`src/rtl/ccff_bitstream_loader_if.sv`:
```
// Configuration word channel between a bitstream source and the loader.
//   cfg_data/cfg_valid/cfg_ready : configuration words in (valid/ready)
//   rb_data/rb_valid             : readback words out (one-cycle pulse)
// master = bitstream source / readback sink, slave = loader.
interface ccff_bitstream_loader_if #(
    parameter int WORD_W = 32
);
    logic [WORD_W-1:0] cfg_data;
    logic              cfg_valid;
    logic              cfg_ready;
    logic [WORD_W-1:0] rb_data;
    logic              rb_valid;

    modport master (
        output cfg_data, cfg_valid,
        input  cfg_ready, rb_data, rb_valid
    );

    modport slave (
        input  cfg_data, cfg_valid,
        output cfg_ready, rb_data, rb_valid
    );
endinterface

```
`src/rtl/ccff_bitstream_loader.sv`:
```
// Feeds a configuration flip-flop chain (ccff_head -> ... -> ccff_tail).
// Words arrive on the cfg channel and are shifted MSB-first for exactly
// CHAIN_LEN bits; ccff_shift_en drives an external clock gate so the chain
// only advances on shifting cycles. Bits returning on ccff_tail are packed
// into readback words (right-aligned, zero-padded for a partial last word).
// Ports:
//   prog_clk, prog_rst_n : clock, async active-low reset
//   start, abort         : begin a load (IDLE/DONE only) / return to IDLE
//   cfg                  : word channel (slave side)
//   ccff_head            : serial data into the chain (registered)
//   ccff_shift_en        : chain clock-gate enable for the current cycle
//   ccff_tail            : serial data out of the chain
//   busy, done           : in WAIT_WORD/SHIFT, held in DONE
module ccff_bitstream_loader #(
    parameter int WORD_W    = 32,
    parameter int CHAIN_LEN = 32,
    parameter int CNT_W     = $clog2(CHAIN_LEN + 1)
) (
    input  logic                     prog_clk,
    input  logic                     prog_rst_n,
    input  logic                     start,
    input  logic                     abort,
    ccff_bitstream_loader_if.slave   cfg,
    output logic                     ccff_head,
    output logic                     ccff_shift_en,
    input  logic                     ccff_tail,
    output logic                     busy,
    output logic                     done
);
    localparam int WL_W = $clog2(WORD_W + 1);

    typedef enum logic [1:0] {IDLE, WAIT_WORD, SHIFT, DONE} state_t;

    state_t            state;
    logic [CNT_W-1:0]  bit_cnt;
    logic [WL_W-1:0]   word_left;
    logic [WORD_W-1:0] shreg;
    logic [WORD_W-1:0] rbreg;

    logic [CNT_W-1:0]  remaining;
    logic [WORD_W-1:0] sh_next;
    logic [WORD_W-1:0] rb_next;

    // Bits still owed to the chain; caps the last word when partial.
    assign remaining = CNT_W'(CHAIN_LEN) - bit_cnt;
    assign sh_next   = shreg << 1;
    assign rb_next   = (rbreg << 1) | WORD_W'(ccff_tail);

    always_ff @(posedge prog_clk or negedge prog_rst_n) begin
        if (!prog_rst_n) begin
            state         <= IDLE;
            bit_cnt       <= '0;
            word_left     <= '0;
            shreg         <= '0;
            rbreg         <= '0;
            cfg.cfg_ready <= 1'b0;
            cfg.rb_data   <= '0;
            cfg.rb_valid  <= 1'b0;
            ccff_head     <= 1'b0;
            ccff_shift_en <= 1'b0;
            busy          <= 1'b0;
            done          <= 1'b0;
        end else begin
            cfg.rb_valid <= 1'b0;
            if (abort) begin
                // Chain contents become undefined; no readback for the
                // interrupted word.
                state         <= IDLE;
                cfg.cfg_ready <= 1'b0;
                ccff_head     <= 1'b0;
                ccff_shift_en <= 1'b0;
                busy          <= 1'b0;
                done          <= 1'b0;
            end else begin
                case (state)
                    IDLE, DONE: begin
                        if (start) begin
                            state         <= WAIT_WORD;
                            bit_cnt       <= '0;
                            cfg.cfg_ready <= 1'b1;
                            busy          <= 1'b1;
                            done          <= 1'b0;
                        end
                    end
                    WAIT_WORD: begin
                        if (cfg.cfg_valid) begin
                            shreg         <= cfg.cfg_data;
                            ccff_head     <= cfg.cfg_data[WORD_W-1];
                            rbreg         <= '0;
                            word_left     <= (int'(remaining) < WORD_W) ?
                                             WL_W'(remaining) : WL_W'(WORD_W);
                            cfg.cfg_ready <= 1'b0;
                            ccff_shift_en <= 1'b1;
                            state         <= SHIFT;
                        end
                    end
                    SHIFT: begin
                        // The chain captures ccff_head on this same edge.
                        shreg     <= sh_next;
                        ccff_head <= sh_next[WORD_W-1];
                        rbreg     <= rb_next;
                        bit_cnt   <= bit_cnt + CNT_W'(1);
                        word_left <= word_left - WL_W'(1);
                        if (word_left == WL_W'(1)) begin
                            ccff_shift_en <= 1'b0;
                            ccff_head     <= 1'b0;
                            cfg.rb_valid  <= 1'b1;
                            cfg.rb_data   <= rb_next;
                            if (bit_cnt == CNT_W'(CHAIN_LEN - 1)) begin
                                state <= DONE;
                                busy  <= 1'b0;
                                done  <= 1'b1;
                            end else begin
                                state         <= WAIT_WORD;
                                cfg.cfg_ready <= 1'b1;
                            end
                        end
                    end
                    default: state <= IDLE;
                endcase
            end
        end
    end
endmodule
```
`src/flat_wrapper.sv`:
```
// flat-port wrapper written by rule: the top's interface ports become plain ports
module ccff_bitstream_loader_flat 
#(
    parameter int WORD_W    = 32,
    parameter int CHAIN_LEN = 32,
    parameter int CNT_W     = $clog2(CHAIN_LEN + 1)
)
  (prog_clk, prog_rst_n, start, abort, ccff_head, ccff_shift_en, ccff_tail, busy, done, cfg_cfg_data, cfg_cfg_valid, cfg_cfg_ready, cfg_rb_data, cfg_rb_valid);
  ccff_bitstream_loader_if #(.WORD_W(WORD_W)) cfg_i ();
  input  logic prog_clk;
  input  logic prog_rst_n;
  input  logic start;
  input  logic abort;
  output logic ccff_head;
  output logic ccff_shift_en;
  input  logic ccff_tail;
  output logic busy;
  output logic done;
  input wire logic [$bits(cfg_i.cfg_data)-1:0] cfg_cfg_data;
  input wire logic [$bits(cfg_i.cfg_valid)-1:0] cfg_cfg_valid;
  output wire logic [$bits(cfg_i.cfg_ready)-1:0] cfg_cfg_ready;
  output wire logic [$bits(cfg_i.rb_data)-1:0] cfg_rb_data;
  output wire logic [$bits(cfg_i.rb_valid)-1:0] cfg_rb_valid;
  assign cfg_i.cfg_data = cfg_cfg_data;
  assign cfg_i.cfg_valid = cfg_cfg_valid;
  assign cfg_cfg_ready = cfg_i.cfg_ready;
  assign cfg_rb_data = cfg_i.rb_data;
  assign cfg_rb_valid = cfg_i.rb_valid;
  ccff_bitstream_loader #(.WORD_W(WORD_W), .CHAIN_LEN(CHAIN_LEN), .CNT_W(CNT_W)) u_core (.prog_clk(prog_clk), .prog_rst_n(prog_rst_n), .start(start), .abort(abort), .cfg(cfg_i), .ccff_head(ccff_head), .ccff_shift_en(ccff_shift_en), .ccff_tail(ccff_tail), .busy(busy), .done(done));
endmodule
```
`config.mk`:
```
export PLATFORM = sky130hd
export DESIGN_NAME = ccff_bitstream_loader_flat
export DESIGN_NICKNAME = d
export VERILOG_FILES = /design/src/rtl/ccff_bitstream_loader_if.sv /design/src/rtl/ccff_bitstream_loader.sv /design/src/flat_wrapper.sv
export SDC_FILE = /design/constraint.sdc
export NUM_CORES = 1
export LEC_CHECK = 0
export CAP_MARGIN = 10
export CORE_MARGIN = 2
export CORE_UTILIZATION = 31
export DETAILED_ROUTE_END_ITERATION = 8
export HOLD_SLACK_MARGIN = 0.12
export REMOVE_ABC_BUFFERS = 1
export SETUP_SLACK_MARGIN = 0.02
export SLEW_MARGIN = 30
export SYNTH_ARGS = -nofsm -noshare
export SYNTH_HDL_FRONTEND = slang
export SYNTH_SLANG_ARGS = --single-unit
```
`constraint.sdc`:
```
create_clock -name prog_clk -period 2.6 [get_ports prog_clk]
set_clock_uncertainty 0.15 [all_clocks]
set_input_delay 0.26 -clock prog_clk [delete_from_list [all_inputs] [get_ports prog_clk]]
set_output_delay 0.26 -clock prog_clk [all_outputs]
set_load 0.01 [all_outputs]
```
==> results.py <==
metrics = {
    "global_route": {
        "grt_pass1_vias": 3507,
        "grt_overflow": 0,
        "grt_max_degree": 83,
        "grt_pass1_wl_um": 17700,
        "antenna_found_initial": 0,
        "grt_util_all_layers_pct": 12.7,
    },
    "clocking": {
        "insertion_delay_ns": 0.41,
        "root_buffer": "clkbuf_16",
        "clock_sinks": 114,
        "numCtsBuffers": 17,
        "clk_pin_slew_ns": 0.05,
        "postCtsSetupBuffers": 0,
        "cts_buffer_depth": 2,
        "h-tree-depth": 4,
        "cts_tree": "yes",
    },
    "placed_design": {
        "dpl.cell_count": 688,
        "io_buffers": 75,
        "detailed_place_hpwl_um": 6950,
        "gp_congestion": 0.786,
        "preCtsSetupSlack_ns": 0.362,
    },
    "setup_path": {
        "rrSetupSlack_ns": 0.34,
        "cp_data_required_time_ns": 2.73,
        "end_kind": "flip-flop",
        "cp-start-kind": "flip-flop",
        "path_buf_inv": 1,
        "critical_path_class": "reg -> reg",
        "crit_path_max_incr_delay_ns": 0.42,
        "crit_fanout": 33,
        "path_delay_family": "simple AND/OR/NAND/NOR gates",
        "crit_chain": "or3_4 -> or2_4 -> or2_2 -> buf_12 -> mux2_4",
        "cp_slowest_cell": "dfrtp_1",
        "cp_num_cells": 5,
        "cp.arrival_ns": 2.39,
        "worst_r2r_path_depth": 5,
    },
    "yosys": {
        "yosys_register_bits": 114,
        "synthesis.area_mm2": 0.00506,
        "ys_seq_area_share_pct": 56.4,
        "synth.distinct_cells": 41,
        "synth_top_cell_area_share_pct": 56.4,
        "yosys-top-cells-area": "dfrtp_1 56%, mux2_4 8.6%, mux2i_1 6.3%",
        "synth_edf_count": 0,
        "synth-main-ff-cell": "dfrtp_1",
        "yosys.area.top_type": "dfrtp_1",
        "synthCells": 414,
        "netlist_top_cells_count": "114 x dfrtp_1, 43 x nand2_1, 43 x o21ai_0",
        "syn_area_per_cell_um2": 12.2,
        "yosysWarningCount": 0,
        "synth_most_common_cell": "dfrtp_1",
        "synth-async-reset-ratio_pct": 100,
    },
    "sta": {
        "whs_ns": 0.192,
        "tightest_slew_ns": 0.472,
        "min_period_ns": 2.26,
        "drv_slew": 0,
        "slew_headroom_pct": 68.5,
        "fin_crit_sh_pct": 86.8,
        "rsz0062_at_grt": "false",
        "max_freq_mhz": 443,
        "hold_viol": 0,
        "finalSetupViolCount": 0,
        "fin_ws_ns": 0.342,
    },
    "detailed_routing": {
        "wl_per_cell_um": 14.7,
        "drc_errors": 0,
        "viasPerCell": 4.74,
        "antenna_left": 0,
        "first_iter_violations": 168,
        "firstDrtPassIters": 4,
        "vias": 3405,
        "drt_wl_total_um": 10500,
    },
    "die": {
        "core-area_mm2": 0.0159,
        "die_w_um": 132,
        "die_area_mm2": 0.0173,
        "rows": 46,
        "start_util_pct": 31.8,
        "num_io_pins": 76,
        "fp.dieH_um": 132,
    },
    "finish": {
        "areaGrowthSynthToFinish_pct": 30.7,
        "fin_cells": 719,
        "diodes": 0,
        "layout-drive-gt1-share_pct": 16.5,
        "final_core_util_pct": 41.6,
        "nets": 536,
    },
    "power_and_ir_drop": {
        "cellPowerDensity_mw_per_mm2": 819,
        "ir_drop_mv": 0.432,
        "p_leak_nw": 3.01,
        "p_total_w": 0.00541,
    },
    "run": {
        "cap_viol_max_count": 0,
    },
    "outcome": {
        "status": "completed",
    },
    "min_path": {
        "hold_class": "in -> async",
    },
}
==> metal layers <==
layer | GRT usage, % | wire [um]
met3 | 5.36 | 655
met5 | 0 | 0
met4 | 4.41 | 126
met1 | 16.8 | 5040
met2 | 18.8 | 4720
==> cell usage in the layout (no fill, tap or decap), types with 11 or more instances in the layout <==
cell             synthesis  layout
nand2_1                 43      43
inv_1                   11      11
o21ai_0                 43      43
clkbuf_16                0      17
dfrtp_1                114     114
mux2i_1                 32      32
mux2_4                  29      29
nor2_1                  14      13
clkdlybuf4s50_1          0      74
a22o_1                  32      32
==> report_power, final <==
part           total (W)  internal (W)  switching (W)
Combinational   0.000858      0.000395       0.000463
Clock            0.00230       0.00151       0.000787
Sequential       0.00225       0.00207       0.000186
==> worst paths after layout <==
kind,start,endpoint
setup reg to reg,u_core.word_left[2]$_DFFE_PN0P_,u_core.cfg.rb_data[0]$_DFFE_PN0P_
min in group prog_clk,u_core.shreg[0]$_DFFE_PN0P_,u_core.shreg[0]$_DFFE_PN0P_
hold / removal,prog_rst_n,u_core.shreg[12]$_DFFE_PN0P_
hold reg to reg,u_core.shreg[0]$_DFFE_PN0P_,u_core.shreg[0]$_DFFE_PN0P_
setup / recovery,u_core.word_left[2]$_DFFE_PN0P_,u_core.cfg.rb_data[0]$_DFFE_PN0P_
max in group asynchronous,prog_rst_n,u_core.cfg.rb_data[18]$_DFFE_PN0P_
==> logic make-up after synthesis <==
group                    count (synthesis)  share of synthesized area (%)
buffers and inverters                   37                           3.96
adder cells (fa/ha/maj)                  6                           1.48
XOR/XNOR                                 7                           1.21
AND/OR/NAND/NOR                         92                           8.69
multiplexers                            66                           16.1
flip-flops                             114                           56.4
AO/OA/AOI/OAI                           92                           12.2
==> final cells by class <==
cell class	count	area, um2
clock inverter	11	139
timing repair buffer	85	851
tap	216	270
clock buffer	19	443
inverter	11	41.3
multi-input combinational	263	2010
fill	1524	9280
sequential	114	2850
==> flip-flops by register name, indices dropped and copies added (netlist names), 2 cells and up <==
signal / flops
u_core.bit_cnt: 6
u_core.state: 2
u_core.word_left: 6
u_core.cfg.rb_data: 32
u_core.rbreg: 31
u_core.shreg: 31
==> through the flow <==
step | setup TNS (ns) | cell area, um2
final | 0 | 6610
after global placement | 0 | 6020
after global routing | 0 | 6610
after floorplan | -91.81 | 4900
after detailed placement | 0 | 6020
after CTS | 0 | 6610
==> timing repair <==
| action | 4_1_cts | 5_1_grt |
|---|---|---|
| hold endpoints to repair | 32 | 0 |
| hold buffers | 1 | 0 |
| gates resized for setup | 0 | 0 |
==> worst reg2reg max path, delay by kind of cell, from the launching register on <==
kind | cells | cell delay, ns
mux | 1 | 0.35
simple gates | 3 | 1.02
flops | 1 | 0.42
buf+inv | 1 | 0.20
(Power assumes the default switching activity.)
